`src/rtl/cpu_seq_ctrl_if.sv`:
```
// Fetch bus, datapath control strobes and status between the sequencer and the rest of the micro.
interface cpu_seq_ctrl_if #(
   parameter int PC_W = 4
);
   logic [7:0]      instr;
   logic            instr_valid;
   logic            zero_flag;
   logic            resume;
   logic            fetch_req;
   logic [PC_W-1:0] pc;
   logic [1:0]      rf_rd;
   logic [1:0]      rf_rs;
   logic            rf_we;
   logic            rf_wsel;
   logic [7:0]      imm;
   logic [2:0]      alu_op;
   logic            flag_we;
   logic            halted;
   logic            illegal;

   modport master (
      input  instr, instr_valid, zero_flag, resume,
      output fetch_req, pc, rf_rd, rf_rs, rf_we, rf_wsel, imm, alu_op, flag_we, halted, illegal
   );

   modport slave (
      output instr, instr_valid, zero_flag, resume,
      input  fetch_req, pc, rf_rd, rf_rs, rf_we, rf_wsel, imm, alu_op, flag_we, halted, illegal
   );
endinterface

```
`src/rtl/cpu_seq_ctrl.sv`:
```
// Fetch/decode/execute sequencer: fetches bytes at pc, decodes them and issues one cycle of
// register-file / ALU / flag strobes, resolving jumps, LDI immediates and halt.
module cpu_seq_ctrl #(
   parameter int PC_W            = 4,
   parameter bit HALT_ON_ILLEGAL = 1'b0
) (
   input  logic          clk,
   input  logic          rst,
   cpu_seq_ctrl_if.master bus
);

   typedef enum logic [2:0] {
      ST_FETCH     = 3'd0,
      ST_DECODE    = 3'd1,
      ST_FETCH_IMM = 3'd2,
      ST_EXEC      = 3'd3,
      ST_HALT      = 3'd4
   } state_t;

   typedef struct packed {
      logic       rf_we;
      logic       rf_wsel;
      logic       flag_we;
      logic [2:0] alu_op;
      logic       illegal;
   } ctrl_t;

   localparam logic [3:0] OP_LDI = 4'h7;
   localparam logic [3:0] OP_JMP = 4'h8;
   localparam logic [3:0] OP_JZ  = 4'h9;
   localparam logic [3:0] OP_HLT = 4'hF;

   // Opcode to EXEC strobe set; undefined opcodes A-E only raise illegal.
   function automatic ctrl_t decode_ctrl(input logic [3:0] op);
      ctrl_t c;
      c = '0;
      case (op)
         4'h1, 4'h2, 4'h3, 4'h4, 4'h5: begin
            c.rf_we   = 1'b1;
            c.flag_we = 1'b1;
            c.alu_op  = 3'(op - 4'd1);
         end
         4'h6: begin
            c.rf_we  = 1'b1;
            c.alu_op = 3'd5;
         end
         4'h7: begin
            c.rf_we   = 1'b1;
            c.rf_wsel = 1'b1;
         end
         4'h0, 4'h8, 4'h9, 4'hF: c = '0;
         default: c.illegal = 1'b1;
      endcase
      return c;
   endfunction

   state_t          state_r;
   logic [PC_W-1:0] pc_r;
   logic [7:0]      ir_r;
   logic [7:0]      imm_r;
   logic            rf_we_r;
   logic            rf_wsel_r;
   logic            flag_we_r;
   logic [2:0]      alu_op_r;
   logic            illegal_r;
   logic            halted_r;
   logic [3:0]      op_s;
   ctrl_t           ctrl_s;

   assign op_s   = ir_r[7:4];
   assign ctrl_s = decode_ctrl(op_s);

   // Sequencer FSM; strobes default low so they only live for the single EXEC cycle.
   always_ff @(posedge clk or posedge rst) begin
      if (rst) begin
         state_r   <= ST_FETCH;
         pc_r      <= '0;
         ir_r      <= 8'h00;
         imm_r     <= 8'h00;
         rf_we_r   <= 1'b0;
         rf_wsel_r <= 1'b0;
         flag_we_r <= 1'b0;
         alu_op_r  <= 3'd0;
         illegal_r <= 1'b0;
         halted_r  <= 1'b0;
      end else begin
         rf_we_r   <= 1'b0;
         rf_wsel_r <= 1'b0;
         flag_we_r <= 1'b0;
         alu_op_r  <= 3'd0;
         illegal_r <= 1'b0;
         case (state_r)
            ST_FETCH: begin
               if (bus.instr_valid) begin
                  ir_r    <= bus.instr;
                  pc_r    <= pc_r + PC_W'(1);
                  state_r <= ST_DECODE;
               end
            end
            ST_DECODE: begin
               if (op_s == OP_LDI) begin
                  state_r <= ST_FETCH_IMM;
               end else if (op_s == OP_HLT) begin
                  state_r  <= ST_HALT;
                  halted_r <= 1'b1;
               end else begin
                  state_r   <= ST_EXEC;
                  rf_we_r   <= ctrl_s.rf_we;
                  rf_wsel_r <= ctrl_s.rf_wsel;
                  flag_we_r <= ctrl_s.flag_we;
                  alu_op_r  <= ctrl_s.alu_op;
                  illegal_r <= ctrl_s.illegal;
               end
            end
            ST_FETCH_IMM: begin
               if (bus.instr_valid) begin
                  imm_r     <= bus.instr;
                  pc_r      <= pc_r + PC_W'(1);
                  state_r   <= ST_EXEC;
                  rf_we_r   <= ctrl_s.rf_we;
                  rf_wsel_r <= ctrl_s.rf_wsel;
                  flag_we_r <= ctrl_s.flag_we;
                  alu_op_r  <= ctrl_s.alu_op;
                  illegal_r <= ctrl_s.illegal;
               end
            end
            ST_EXEC: begin
               // zero_flag is sampled here, so a flag written by the previous EXEC is already visible
               if ((op_s == OP_JMP) || ((op_s == OP_JZ) && bus.zero_flag)) begin
                  pc_r <= ir_r[PC_W-1:0];
               end
               if (illegal_r && HALT_ON_ILLEGAL) begin
                  state_r  <= ST_HALT;
                  halted_r <= 1'b1;
               end else begin
                  state_r <= ST_FETCH;
               end
            end
            ST_HALT: begin
               if (bus.resume) begin
                  state_r  <= ST_FETCH;
                  halted_r <= 1'b0;
               end
            end
            default: begin
               state_r  <= ST_FETCH;
               halted_r <= 1'b0;
            end
         endcase
      end
   end

   // Request is a pure state decode, masked while reset is held so the bus stays quiet.
   assign bus.fetch_req = ((state_r == ST_FETCH) || (state_r == ST_FETCH_IMM)) && !rst;
   assign bus.pc        = pc_r;
   assign bus.rf_rd     = ir_r[3:2];
   assign bus.rf_rs     = ir_r[1:0];
   assign bus.rf_we     = rf_we_r;
   assign bus.rf_wsel   = rf_wsel_r;
   assign bus.imm       = imm_r;
   assign bus.alu_op    = alu_op_r;
   assign bus.flag_we   = flag_we_r;
   assign bus.halted    = halted_r;
   assign bus.illegal   = illegal_r;

endmodule

```
`src/flat_wrapper.sv`:
```
// flat-port wrapper written by rule: the top's interface ports become plain ports
module cpu_seq_ctrl_flat 
#(
   parameter int PC_W            = 4,
   parameter bit HALT_ON_ILLEGAL = 1'b0
)
  (clk, rst, bus_instr, bus_instr_valid, bus_zero_flag, bus_resume, bus_fetch_req, bus_pc, bus_rf_rd, bus_rf_rs, bus_rf_we, bus_rf_wsel, bus_imm, bus_alu_op, bus_flag_we, bus_halted, bus_illegal);
  cpu_seq_ctrl_if #(.PC_W(PC_W)) bus_i ();
  input  logic clk;
  input  logic rst;
  input wire logic [$bits(bus_i.instr)-1:0] bus_instr;
  input wire logic [$bits(bus_i.instr_valid)-1:0] bus_instr_valid;
  input wire logic [$bits(bus_i.zero_flag)-1:0] bus_zero_flag;
  input wire logic [$bits(bus_i.resume)-1:0] bus_resume;
  output wire logic [$bits(bus_i.fetch_req)-1:0] bus_fetch_req;
  output wire logic [$bits(bus_i.pc)-1:0] bus_pc;
  output wire logic [$bits(bus_i.rf_rd)-1:0] bus_rf_rd;
  output wire logic [$bits(bus_i.rf_rs)-1:0] bus_rf_rs;
  output wire logic [$bits(bus_i.rf_we)-1:0] bus_rf_we;
  output wire logic [$bits(bus_i.rf_wsel)-1:0] bus_rf_wsel;
  output wire logic [$bits(bus_i.imm)-1:0] bus_imm;
  output wire logic [$bits(bus_i.alu_op)-1:0] bus_alu_op;
  output wire logic [$bits(bus_i.flag_we)-1:0] bus_flag_we;
  output wire logic [$bits(bus_i.halted)-1:0] bus_halted;
  output wire logic [$bits(bus_i.illegal)-1:0] bus_illegal;
  assign bus_i.instr = bus_instr;
  assign bus_i.instr_valid = bus_instr_valid;
  assign bus_i.zero_flag = bus_zero_flag;
  assign bus_i.resume = bus_resume;
  assign bus_fetch_req = bus_i.fetch_req;
  assign bus_pc = bus_i.pc;
  assign bus_rf_rd = bus_i.rf_rd;
  assign bus_rf_rs = bus_i.rf_rs;
  assign bus_rf_we = bus_i.rf_we;
  assign bus_rf_wsel = bus_i.rf_wsel;
  assign bus_imm = bus_i.imm;
  assign bus_alu_op = bus_i.alu_op;
  assign bus_flag_we = bus_i.flag_we;
  assign bus_halted = bus_i.halted;
  assign bus_illegal = bus_i.illegal;
  cpu_seq_ctrl #(.PC_W(PC_W), .HALT_ON_ILLEGAL(HALT_ON_ILLEGAL)) u_core (.clk(clk), .rst(rst), .bus(bus_i));
endmodule
```
`config.mk`:
```
export PLATFORM = sky130hd
export DESIGN_NAME = cpu_seq_ctrl_flat
export DESIGN_NICKNAME = d
export VERILOG_FILES = /design/src/rtl/cpu_seq_ctrl_if.sv /design/src/rtl/cpu_seq_ctrl.sv /design/src/flat_wrapper.sv
export SDC_FILE = /design/constraint.sdc
export NUM_CORES = 1
export LEC_CHECK = 0
export CORE_ASPECT_RATIO = 1.2
export CORE_MARGIN = 3
export CORE_UTILIZATION = 43
export DETAILED_ROUTE_END_ITERATION = 8
export HOLD_SLACK_MARGIN = 0.03
export PLACE_DENSITY = 0.7
export SLEW_MARGIN = 20
export SYNTH_ARGS = -nofsm -noshare
export SYNTH_HDL_FRONTEND = slang
export SYNTH_SLANG_ARGS = --single-unit
```
`constraint.sdc`:
```
create_clock -name clk -period 4.5 [get_ports clk]
set_input_delay 1.35 -clock clk [delete_from_list [all_inputs] [get_ports clk]]
set_output_delay 1.35 -clock clk [all_outputs]
set_load 0.02 [all_outputs]
```
==> results by group, run 1 <==
Logic synthesis
  • Asr flop ratio synth: 100%
  • Post-Synthesis Cell Area: 1620 um^2
  • Netlist cell types: 38
  • Register area share after synthesis: 48.0%
  • Synth Area per Inst: 11.4 um^2
  • Number of flops mapped to enable cells by yosys: 0
  • Cells after Synth: 142
  • Ys flop type: dfrtp_1
  • Yosys reg bits: 31
  • Synth warn: 0
  • Syn Nets: 161

Global routing
  • First-pass GRT wire length: 5.70 mm
  • Vias in the first global route: 1234
  • Largest net degree at the start of global routing: 32
  • GR Overflow Total: 0
  • Tot GR Track Use: 17.1%
  • Initial antenna violation count: 0

Worst setup path
  • Critical path type: input port to output pin
  • Critical path data arrival time: 2.55 ns
  • CP startpoint kind: input port
  • Critical Path RT: 3.15 ns
  • CP endpoint kind: output pin
  • R2r worst-path depth: 6
  • Crit path max fanout: 2

CTS
  • Clock Sinks: 31
  • CTS tree: done
  • CTS clk-pin slew, worst paths: 0.06 ns
  • Cts hold-fix bufs: 0
  • CTS root buffer: clkbuf_8
  • Num CTS Buffers: 5
  • Postcts setup bufs: 0
  • Clock Path Buffers: 2
  • CTS resizes: 0
  • H-tree levels: 2
  • Worst skew pair latency: 0.29 ns

Drt
  • Initial DRC count: 39
  • DR vias: 1172
  • Per-cell routed wire length: 14.6 um
  • Antenna-violating nets left: 0
  • # DRC: 0
  • Pre-Repair DR Iteration Count: 6
  • WL final: 3.30 mm
  • Vias per cell: 5.16

Layout
  • Area grow syn2layout: 27.8%
  • Share of layout cells above drive strength 1: 18.6%
  • Storage cell area: 776 um^2
  • Nets: 196
  • FILL cells: 294
  • Multi-input gate area: 743 um^2
  • ANT cells: 0

Placed design
  • Detailed placement HPWL: 2.42 mm
  • RePlAce Congestion: 0.782
  • Port Buffer Count: 37

Die
  • Die W: 62.0 um
  • Ports: 38
  • Die height: 73.2 um
  • Die area: 4530 um^2
  • Initial core utilization: 46.4%
  • Core area: 3480 um^2
  • Std cell rows: 23

Power
  • LEAKAGE: 0.882 nW
  • Pwr/cell area: 771 nW/um^2
  • Total power: 0.00159 W
  • Max IR drop VDD: 0.359 mV

STA
  • Worst-margin pin slew: 0.621 ns
  • Final setup vio count: 0
  • RSZ-0062 raised after global routing: false
  • F_max: 256 MHz
  • Worst slew margin: 58.5%
  • Final slew viol count: 0
  • Final worst-path cycle share: 86.7%
  • Clock Skew: 0.00475 ns
  • Final Hold Viols: 0
  • Fin crit period: 3.90 ns
  • Setup TNS: 0 ns

Status
  • Status: completed

Hold path
  • Worst hold path type: flip-flop to flip-flop
  • Worst Hold Depth: 1

Flow run
  • Max Cap Viol: 0
## Yosys cell counts, drive strengths merged (4+ instances only)
master,n,area share [%]
dfrtp,31,48
mux2,15,12
nor2,13,3.0
buf,10,4.9
nand2,9,2.1
nor3,7,2.9
a21oi,6,1.9
ha,6,4.6
inv,5,1.2
a21o,4,1.9
nor2b,4,1.7
o21ai,4,1.2
## worst paths after layout
check | from | to | slack [ns]
worst max register to register | u_core.ir_r[4] | u_core.bus.pc[2] | 2.74
max in group asynchronous | rst | u_core.ir_r[5] | 2.59
worst max-delay path | rst | bus_fetch_req | 0.60
worst min register to register | u_core.bus.halted | u_core.bus.halted | 0.51
min in group asynchronous | rst | u_core.ir_r[2] | 1.50
worst min-delay path | u_core.bus.halted | u_core.bus.halted | 0.51
## critical path, cell delays in order
cell	delay, ns
clkdlybuf4s50_1	0.44
nor3_1	0.14
clkdlybuf4s50_1	0.62
## routing by layer
layer	part of all wire [%]	track usage [%]	vias to the layer above
met2	52	27.5	39
met5	0	0	-
li1	-	-	560
met3	3.9	3.72	10
met1	41	20.3	563
met4	2.9	9.91	0
## cells in the final DEF, fill, tap and decap left out, types with 2 or more instances in the layout
cell type,Yosys,final
dfrtp_1,31,31
a21oi_1,6,6
nand2_1,9,9
inv_1,5,4
mux2_4,8,8
a21o_1,4,4
nand3b_1,3,3
o21ai_0,4,4
nor2_1,13,13
nand3_1,3,3
a211oi_1,2,2
nand2b_1,2,2
clkbuf_8,0,6
ha_1,6,6
clkdlybuf4s50_1,0,37
a31oi_1,2,2
nor3_1,6,6
mux2_2,7,7
nor2b_1,3,3
## cells by family (layout without fill, tap and decap cells)
family | Yosys count | in the layout | synth area share [%]
adder cells (fa/ha/maj) | 6 | 6 | 4.64
flip-flops | 31 | 31 | 48.0
buffers and inverters | 15 | 50 | 6.04
AND/OR/NAND/NOR | 47 | 47 | 16.3
multiplexers | 16 | 16 | 12.9
AO/OA/AOI/OAI | 27 | 27 | 12.1
## registers in the layout (all words and copies together) (netlist names), 3 cells and up
signal and count:
u_core.bus.alu_op 3, u_core.bus.pc 4, u_core.state_r 3, u_core.bus.imm 8, u_core.ir_r 8
## report_power, final
group          leakage, nW  switching (W)  total (W)  internal, W
clock network       0.0470      0.0000988   0.000218     0.000120
registers            0.381       0.000131   0.000537     0.000406
logic                0.454       0.000408   0.000837     0.000429
total                0.882       0.000638    0.00159     0.000955
## area by class of cell
class / count / area share [%]
Clock buffer: 6 / 4.00
Clock inverter: 1 / 0.242
Inverter: 5 / 0.909
Multi-Input combinational cell: 96 / 36.0
Sequential cell: 31 / 37.6
Tap cell: 50 / 3.03
Timing Repair Buffer: 38 / 18.3
## per-stage QoR
| stage | hold slack (ns) | worst slack (ns) | util [%] | instance area (um^2) | cells |
|---|---|---|---|---|---|
| 3_3_place_gp | 0.491 | 0.631 | 56.8 | 1980 | 220 |
| 6_report | 0.509 | 0.599 | 59.3 | 2070 | 227 |
| 4_1_cts | 0.515 | 0.598 | 59.3 | 2070 | 227 |
| 3_5_place_dp | 0.495 | 0.603 | 56.8 | 1980 | 220 |
| 5_1_grt | 0.539 | 0.549 | 59.3 | 2070 | 227 |
| 2_1_floorplan | 0.480 | 1.34 | - | 1620 | 142 |
Power figures use the tool's default switching activity.
==> run 2, diff against run 1 <==
- CTS_BUF_LIST: unset -> sky130_fd_sc_hd__clkbuf_8
- RECOVER_POWER: unset -> 50
- SLEW_MARGIN: 20 -> unset
==> results by group, run 2 (synthesis results as in run 1) <==
Power
  • Pwr/cell area: 763 nW/um^2 (was 771 nW/um^2)
  • LEAKAGE: 0.904 nW (was 0.882 nW)
  • Max IR drop VDD: 0.357 mV (was 0.359 mV)

CTS
  • Postcts setup bufs: 0 (unchanged)
  • CTS root buffer: clkbuf_8 (unchanged)
  • Cts hold-fix bufs: 0 (unchanged)
  • Num CTS Buffers: 5 (unchanged)
  • CTS tree: done (unchanged)
  • Worst skew pair latency: 0.29 ns (about the same)
  • H-tree levels: 2 (unchanged)
  • Clock Sinks: 31 (unchanged)
  • CTS clk-pin slew, worst paths: 0.06 ns (about the same)
  • CTS resizes: 0 (unchanged)
  • Clock Path Buffers: 2 (unchanged)

Layout
  • ANT cells: 0 (unchanged)
  • Commonest non-fill, non-tap cell in the layout: dfrtp_1 (was clkdlybuf4s50_1)
  • Nets: 196 (unchanged)
  • Area grow syn2layout: 26.3% (was 27.8%)
  • FILL cells: 298 (was 294)
  • Share of layout cells above drive strength 1: 16.4% (was 18.6%)
  • Non-Filler Instances: 227 (unchanged)
  • Most frequent cells in the layout: 31 x dfrtp_1, 23 x clkdlybuf4s50_1, 14 x dlygate4sd3_1 (was 37 x clkdlybuf4s50_1, 31 x dfrtp_1, 13 x nor2_1)

Placed design
  • RePlAce Congestion: 0.782 (unchanged)
  • # placed instances: 220 (unchanged)
  • Port Buffer Count: 37 (unchanged)
  • Detailed placement HPWL: 2.42 mm (about the same)

Worst setup path
  • CP endpoint kind: output pin (unchanged)
  • Worst r2r src: u_core.state_r[2] (was u_core.ir_r[4])
  • Critical path data arrival time: 2.66 ns (was 2.55 ns)
  • Reg2Reg Setup Slack: 2.33 ns (was 2.74 ns)
  • R2r worst-path depth: 3 (was 6)
  • Critical Path RT: 3.15 ns (about the same)
  • Crit path max fanout: 2 (unchanged)
  • Critical R2R Capture: u_core.ir_r[3] (was u_core.bus.pc[2])
  • CP startpoint kind: input port (unchanged)
  • Critical path type: input port to output pin (unchanged)

Global routing
  • Initial antenna violation count: 0 (unchanged)
  • GRT busiest layer: met2 (unchanged)
  • Met2 Usage GRT: 27.5% (unchanged)
  • Vias in the first global route: 1234 (unchanged)
  • M3 GR Usage: 3.72% (unchanged)
  • M1 GR Usage: 20.3% (unchanged)
  • Largest net degree at the start of global routing: 32 (unchanged)
  • Tot GR Track Use: 17.1% (unchanged)
  • First-pass GRT wire length: 5.70 mm (unchanged)
  • GR Overflow Total: 0 (unchanged)

STA
  • Setup TNS: 0 ns (unchanged)
  • Fin crit period: 4.01 ns (was 3.90 ns)
  • F_max: 249 MHz (was 256 MHz)
  • Final slew viol count: 0 (unchanged)
  • Hold_ws: 0.503 ns (was 0.509 ns)
  • Final setup vio count: 0 (unchanged)
  • RSZ-0062 raised after global routing: false (unchanged)
  • Final Hold Viols: 0 (unchanged)
  • Final worst-path cycle share: 89.1% (was 86.7%)
  • Worst-margin pin slew: 1.14 ns (was 0.621 ns)
  • Worst slew margin: 23.2% (was 58.5%)
  • Clock Skew: 0.00453 ns (was 0.00475 ns)

Hold path
  • Hold path startpoint: u_core.bus.halted (unchanged)
  • Worst Hold Depth: 1 (unchanged)
  • Worst hold path type: flip-flop to flip-flop (unchanged)
  • Hold endpoint: u_core.bus.halted (unchanged)

Drt
  • WL final: 3.33 mm (was 3.30 mm)
  • Antenna-violating nets left: 0 (unchanged)
  • Pre-Repair DR Iteration Count: 4 (was 6)
  • DR vias: 1168 (was 1172)
  • # DRC: 0 (unchanged)
  • Per-cell routed wire length: 14.6 um (about the same)
  • Initial DRC count: 56 (was 39)
  • Vias per cell: 5.15 (was 5.16)

Die
  • Die W: 62.0 um (unchanged)
  • Initial core utilization: 46.4% (unchanged)
  • Std cell rows: 23 (unchanged)
  • Die area: 4530 um^2 (unchanged)
  • Die height: 73.2 um (unchanged)
  • Ports: 38 (unchanged)
  • Core area: 3480 um^2 (unchanged)

Status
  • Status: completed (unchanged)

Flow run
  • Max Cap Viol: 0 (unchanged)
run 2: cell types whose count changed in the layout (fill, tap and decap cells not counted), sizes merged:
cell	change
clkdlybuf4s50	-14
dlygate4sd3	+14
run 2: power breakdown:
part	internal, W	total, W	switching, W
Sequential	0.000406	0.000530	0.000124
Clock	0.000120	0.000217	0.0000972
Combinational	0.000409	0.000811	0.000402
run 2: worst max-delay path: stages:
cell             delay, ns
dlygate4sd3_1         0.56
nor3_1                0.13
clkdlybuf4s50_1       0.62
run 2: how the worst max path moves through the flow:
| stage | end | slack, ns | startpoint |
|---|---|---|---|
| 6_report | bus_fetch_req | 0.49 | rst |
| 2_1_floorplan | bus_fetch_req | 1.34 | rst |
| 3_3_place_gp | bus_fetch_req | 0.63 | rst |
| 3_5_place_dp | bus_fetch_req | 0.62 | rst |
| 4_1_cts | bus_fetch_req | 0.62 | rst |
| 5_1_grt | bus_fetch_req | 0.44 | rst |
run 2: per-layer routing:
layer | wire, um | share of wire (%)
met3 | 108 | 3.2
met1 | 1400 | 42
met5 | 0 | 0
met4 | 97 | 2.9
met2 | 1720 | 52
run 2: through the flow:
stage | instance area (um^2) | utilization, % | worst slack [ns] | total power (W)
final | 2040 | 58.6 | 0.489 | 0.00156
after global placement | 1980 | 56.8 | 0.631 | 0.00135
after global routing | 2040 | 58.6 | 0.439 | 0.00167
after floorplan | 1620 | - | 1.34 | 0.00112
after CTS | 2070 | 59.3 | 0.618 | 0.00161
after detailed placement | 1980 | 56.8 | 0.623 | 0.00138
run 2: layout make-up:
| cell class | count | area (um^2) | area share [%] |
|---|---|---|---|
| sequential | 31 | 776 | 38.0 |
| clock inverter | 1 | 5.00 | 0.245 |
| tap | 50 | 62.6 | 3.06 |
| inverter | 5 | 18.8 | 0.919 |
| timing repair buffer | 38 | 378 | 18.5 |
| multi-input combinational | 96 | 719 | 35.2 |
| clock buffer | 6 | 82.6 | 4.04 |
==> run 3, diff against run 2 <==
- CTS_CLUSTER_DIAMETER: unset -> 60
==> results of run 3 <==
No change in the layout: final DEF, timing and power equal those of run 2.
